File: src/rtl/deserializer.sv
// deserializer -- receive end of the bit-serial link.
//
// Collects bits qualified by ser_data_val_i into a left-aligned parallel word
// (first received bit lands in [DATA_W-1]). A frame closes when the valid
// strobe drops or when DATA_W bits have been collected. Gap-terminated frames
// shorter than MIN_LEN are discarded and flagged on drop_o.
//
// Ports:
//   clk_i            rising-edge clock
//   srst_i           asynchronous active-high reset
//   ser_data_i       serial bit, sampled when ser_data_val_i=1
//   ser_data_val_i   bit qualifier; contiguous high cycles form one frame
//   deser_data_o     last accepted word, left-aligned, unreceived bits 0
//   deser_data_mod_o length of that word in bits; 0 encodes DATA_W
//   deser_data_val_o one-cycle pulse: a new word is on deser_data_o
//   drop_o           one-cycle pulse: a short frame was discarded
//   busy_o           a frame is partially collected
//
// Handshake: deser_data_val_o is a valid-only strobe with no ready; the
// consumer must take deser_data_o/deser_data_mod_o in every cycle the strobe
// is high. The input side likewise has no backpressure.
module deserializer #(
  parameter int DATA_W  = 16,
  parameter int MIN_LEN = 3
) (
  input  logic                      clk_i,
  input  logic                      srst_i,
  input  logic                      ser_data_i,
  input  logic                      ser_data_val_i,
  output logic [DATA_W-1:0]         deser_data_o,
  output logic [$clog2(DATA_W)-1:0] deser_data_mod_o,
  output logic                      deser_data_val_o,
  output logic                      drop_o,
  output logic                      busy_o
);

  localparam int MW = $clog2(DATA_W);
  localparam int CW = MW + 1;

  typedef enum logic {
    IDLE    = 1'b0,
    COLLECT = 1'b1
  } state_t;

  state_t            state_q, state_d;
  logic [DATA_W-1:0] sh_q, sh_d;
  logic [CW-1:0]     cnt_q, cnt_d;
  logic [DATA_W-1:0] data_q, data_d;
  logic [MW-1:0]     mod_q, mod_d;
  logic              val_q, val_d;
  logic              drop_q, drop_d;

  // Shift register with the incoming bit placed at its slot; the slot index
  // counts down from the MSB as bits arrive.
  logic [DATA_W-1:0] sh_ins;
  logic [MW-1:0]     ins_idx;

  always_ff @(posedge clk_i or posedge srst_i) begin
    if (srst_i) begin
      state_q <= IDLE;
      sh_q    <= '0;
      cnt_q   <= '0;
      data_q  <= '0;
      mod_q   <= '0;
      val_q   <= 1'b0;
      drop_q  <= 1'b0;
    end else begin
      state_q <= state_d;
      sh_q    <= sh_d;
      cnt_q   <= cnt_d;
      data_q  <= data_d;
      mod_q   <= mod_d;
      val_q   <= val_d;
      drop_q  <= drop_d;
    end
  end

  always_comb begin
    state_d = state_q;
    sh_d    = sh_q;
    cnt_d   = cnt_q;
    data_d  = data_q;
    mod_d   = mod_q;
    val_d   = 1'b0;
    drop_d  = 1'b0;
    ins_idx = MW'(DATA_W - 1) - cnt_q[MW-1:0];
    sh_ins  = sh_q;
    sh_ins[ins_idx] = ser_data_i;

    unique case (state_q)
      IDLE: begin
        if (ser_data_val_i) begin
          // sh is already clear in IDLE, so only the MSB needs writing.
          sh_d             = '0;
          sh_d[DATA_W-1]   = ser_data_i;
          cnt_d            = CW'(1);
          state_d          = COLLECT;
        end
      end
      COLLECT: begin
        if (ser_data_val_i) begin
          if (cnt_q == CW'(DATA_W - 1)) begin
            // Last slot filled: publish this edge so a following bit can
            // open the next frame with no lost cycle.
            data_d  = sh_ins;
            mod_d   = '0;
            val_d   = 1'b1;
            sh_d    = '0;
            cnt_d   = '0;
            state_d = IDLE;
          end else begin
            sh_d  = sh_ins;
            cnt_d = cnt_q + CW'(1);
          end
        end else begin
          if (cnt_q >= CW'(MIN_LEN)) begin
            data_d = sh_q;
            mod_d  = cnt_q[MW-1:0];
            val_d  = 1'b1;
          end else begin
            // Short frame: output word and length keep the last good frame.
            drop_d = 1'b1;
          end
          sh_d    = '0;
          cnt_d   = '0;
          state_d = IDLE;
        end
      end
      default: begin
        sh_d    = '0;
        cnt_d   = '0;
        state_d = IDLE;
      end
    endcase
  end

  assign deser_data_o     = data_q;
  assign deser_data_mod_o = mod_q;
  assign deser_data_val_o = val_q;
  assign drop_o           = drop_q;
  assign busy_o           = (cnt_q != '0);

endmodule

File: config.mk
export PLATFORM = sky130hd
export DESIGN_NAME = deserializer
export DESIGN_NICKNAME = d
export VERILOG_FILES = /design/src/rtl/deserializer.sv
export SDC_FILE = /design/constraint.sdc
export NUM_CORES = 1
export LEC_CHECK = 0
export CAP_MARGIN = 20
export CORE_MARGIN = 8
export CORE_UTILIZATION = 61
export DETAILED_ROUTE_END_ITERATION = 12
export PLACE_DENSITY = 0.85
export SLEW_MARGIN = 20
export SYNTH_ARGS = -nofsm -noshare
export SYNTH_HDL_FRONTEND = slang
export SYNTH_SLANG_ARGS = --single-unit
export TNS_END_PERCENT = 30
File: constraint.sdc
create_clock -name clk_i -period 3.5 [get_ports clk_i]
set_input_delay 1.05 -clock clk_i [delete_from_list [all_inputs] [get_ports clk_i]]
set_output_delay 1.05 -clock clk_i [all_outputs]
set_load 0.02 [all_outputs]
==> flow_metrics.py <==
metrics = {
    "pwr": {
        "power_frac_clock_pct": 35.4,
        "ir_drop_uv": 326.7,
        "power_density_nw_per_um2": 414.7,
        "p_leak_nw": 1.382,
        "p_int_w": 0.0008808,
        "power_switching_w": 0.0003225,
        "combPwrFrac_pct": 18.7,
        "switching_share_pct": 26.80,
        "seqPwrFrac_pct": 45.9,
    },
    "clock_network": {
        "hold_buffers": 0,
        "root_buffer": "clkbuf_8",
        "cts_setup_buffers": 0,
        "path_clk_slew_ns": 0.08,
        "h-tree-depth": 2,
        "ctsResizeCount": 0,
        "numCtsBuffers": 5,
        "cts.sinks": 44,
        "clk-insertion-delay-late_ns": 0.30,
        "cts_tree": "yes",
        "clockBufferDepth": 2,
    },
    "timing": {
        "finalSetupViolCount": 0,
        "fmax_mhz": 330.7,
        "relSlewSlack_pct": 47.57,
        "timing.final.ws_setup_ns": 0.4757,
        "layout_min_cycle_time_ns": 3.024,
        "min_period_over_period_pct": 86.41,
        "grt_setup_unrepaired": "false",
        "clock_skew_ns": 0.002822,
        "final_hold_viol_count": 0,
        "drv_slew": 0,
        "fin_setup_tns_ns": 0,
        "worst_pin_slew_ns": 0.7859,
    },
    "placement": {
        "dp_hpwl_um": 3685,
        "gp_congestion": 0.8347,
        "dp_cells": 273,
        "pre_cts_ws_ns": 0.3879,
        "io_buffers": 26,
    },
    "worst_setup_path": {
        "crit_path_end_kind": "output pin",
        "crit_family": "buffers and inverters",
        "critPathSlowestCell": "clkdlybuf4s50_1",
        "cp.required_ns": 2.45,
        "arrival_ns": 1.97,
        "timing_worst_setup_path_type": "flop to output pin",
        "path_cells": "inv_1 -> ha_1 -> nand2_1 -> clkdlybuf4s50_1",
        "cpPeakStageDelay_ns": 0.61,
        "start_kind": "flop",
        "crit_fanout": 9,
        "path_buf_inv": 2,
    },
    "cells_and_area": {
        "regArea_sq_um": 1101,
        "instances_no_fill": 281,
        "multi_input_area_sq_um": 1234,
        "fillers": 253,
        "final_nets": 238,
        "antenna_cells": 0,
        "drive_gt1_share_pct": 20.35,
        "finish.utilization_pct": 73.06,
        "area_delta_synth_final_pct": 15.78,
    },
    "synth": {
        "synth_top_flop_cell": "dfrtp_1",
        "synth_cell_type_count": 37,
        "synth_xor_area_share_pct": 0.3495,
        "synth_mux_area_share_pct": 16.28,
        "synth_top_family_by_area": "multiplexers",
        "yosysSeqAreaShare_pct": 43.93,
        "synth_edf_count": 0,
        "synth_nets": 218,
        "syn_avg_cell_area_sq_um": 11.93,
        "syn_inst": 210,
        "synth_compound_area_share_pct": 14.98,
        "synth_fa_ha_area_share_pct": 1.997,
        "synth_seq_cells": 44,
        "ys_warn_count": 0,
        "syn_area_sq_um": 2506,
        "async_reset_ff_share_pct": 100.0,
        "synthSimpleGateAreaFrac_pct": 15.63,
    },
    "global_route": {
        "grt_max_degree": 39,
        "grt_pass1_vias": 1873,
        "grt_antenna_before_repair": 0,
        "gr-total-overflow": 0,
        "grt_usage_pct": 18.62,
        "grt_pass1_wl_um": 9494,
    },
    "floorplan": {
        "ios": 27,
        "dieArea_sq_um": 6415,
        "row_count": 23,
        "initial_core_util_pct": 63.11,
        "die_w_um": 80.10,
        "core_region_area_sq_um": 3971,
        "die_h_um": 80.10,
    },
    "drt": {
        "routedWlPerCell_um": 20.18,
        "first_iter_violations": 163,
        "remaining_drc_errors": 0,
        "ant_nets": 0,
        "drt_pass1_iterations": 4,
        "routed_wl_um": 5670,
        "via_per_inst": 6.544,
        "num_vias": 1839,
    },
    "flow_run": {
        "drv_cap": 0,
    },
    "worst_hold_path": {
        "hold_path_class": "flop to flop",
    },
    "run_status": {
        "status": "completed",
    },
}
[stage by stage]
step | cell area [sq um] | hold slack, ns | power (W)
3_3_place_gp | 2775 | 0.4709 | 0.0007777
5_1_grt | 2902 | 0.5104 | 0.001254
4_1_cts | 2902 | 0.5010 | 0.001207
3_5_place_dp | 2775 | 0.4698 | 0.0007852
6_report | 2902 | 0.5016 | 0.001203
2_1_floorplan | 2506 | 0.4523 | 0.0007072
[state kept, by name (all words and copies together) (netlist names)]
signal	cells
deser_data_o	16
cnt_q	5
deser_data_mod_o	4
state_q	1
deser_data_val_o	1
sh_q	16
drop_o	1
[kinds of logic (layout without fill, tap and decap cells)]
kind of cell	count (synthesis)	in the layout
buffers and inverters	31	52
AOI/OAI and AO/OA	45	45
and+or+nand+nor	52	52
DFF	44	44
muxes	33	33
xor gates and xnor gates	1	1
adders and majority gates	4	4
[cells in the mapped netlist, types with 2 or more instances]
| master | n | area [sq um] |
|---|---|---|
| clkbuf_1 | 6 | 22.52 |
| ha_1 | 4 | 50.05 |
| inv_1 | 8 | 30.03 |
| nor2_1 | 4 | 15.01 |
| mux2_1 | 9 | 101.4 |
| nand4b_1 | 8 | 70.07 |
| nor4bb_1 | 4 | 40.04 |
| buf_2 | 8 | 40.04 |
| and3_1 | 5 | 31.28 |
| nor3b_1 | 5 | 37.54 |
| buf_6 | 3 | 33.78 |
| o21ai_0 | 3 | 15.01 |
| o2bb2ai_1 | 5 | 43.79 |
| mux2_4 | 10 | 150.1 |
| and3b_1 | 8 | 70.07 |
| o31ai_1 | 16 | 120.1 |
| a22o_1 | 14 | 122.6 |
| nand4_1 | 4 | 25.02 |
| a21boi_0 | 2 | 15.01 |
| dfrtp_1 | 44 | 1101 |
| nand2_1 | 5 | 18.77 |
| nand3_1 | 3 | 15.01 |
| mux2_2 | 13 | 146.4 |
| buf_4 | 6 | 45.04 |
[power by group through the flow]
stage | clock (W) | combinational (W) | sequential [W]
2_1_floorplan | 0 | 0.000127 | 0.000580
5_1_grt | 0.000457 | 0.000241 | 0.000555
4_1_cts | 0.000429 | 0.000226 | 0.000552
3_3_place_gp | 0 | 0.000218 | 0.000559
3_5_place_dp | 0 | 0.000224 | 0.000562
6_report | 0.000426 | 0.000225 | 0.000552
[worst register-to-register path, cell delays in order (launching register included)]
cell     delay (ns)
dfrtp_1        0.50
ha_1           0.56
and4b_1        0.82
nor3b_2        0.23
buf_4          0.24
a22o_1         0.22
[placed cells by master (no fill, tap or decap), types with 7 or more instances in the layout]
cell              n
clkdlybuf4s50_1  26
clkbuf_8          7
dfrtp_1          44
inv_1             8
o31ai_1          16
and3b_1           8
mux2_2           13
mux2_1            9
a22o_1           14
mux2_4           10
nand4b_1          8
buf_4             9
[cell type report]
cell class,instances,share of cell area (%)
clock buffers,7,3.320
well taps,50,2.156
clock inverters,1,1.035
multi-input cells,135,42.52
inverters,8,1.035
flip-flops and latches,44,37.95
repair buffers,36,11.99
[final timing paths]
kind	start	endpoint	slack, ns	depth (start not counted)
min in group asynchronous	srst_i	sh_q[11]	1.15	2
setup / recovery	cnt_q[0]	busy_o	0.48	4
max in group asynchronous	srst_i	sh_q[5]	1.78	3
hold reg to reg	deser_data_o[2]	deser_data_o[2]	0.50	1
hold / removal	deser_data_o[2]	deser_data_o[2]	0.50	1
setup reg to reg	cnt_q[0]	sh_q[13]	0.83	5
[per-layer routing]
metal  up-vias  global-route usage (%)  part of all wire, %  routed length [um]
li1        826                       -                    -                   -
met2        71                   30.15                   50                2809
met5         -                       0                    0                   0
met4         0                   7.818                  1.8                 104
met1       929                   23.15                   41                2346
met3        13                   4.464                  7.2                 409
No activity file was read; power rests on OpenSTA's default activity.
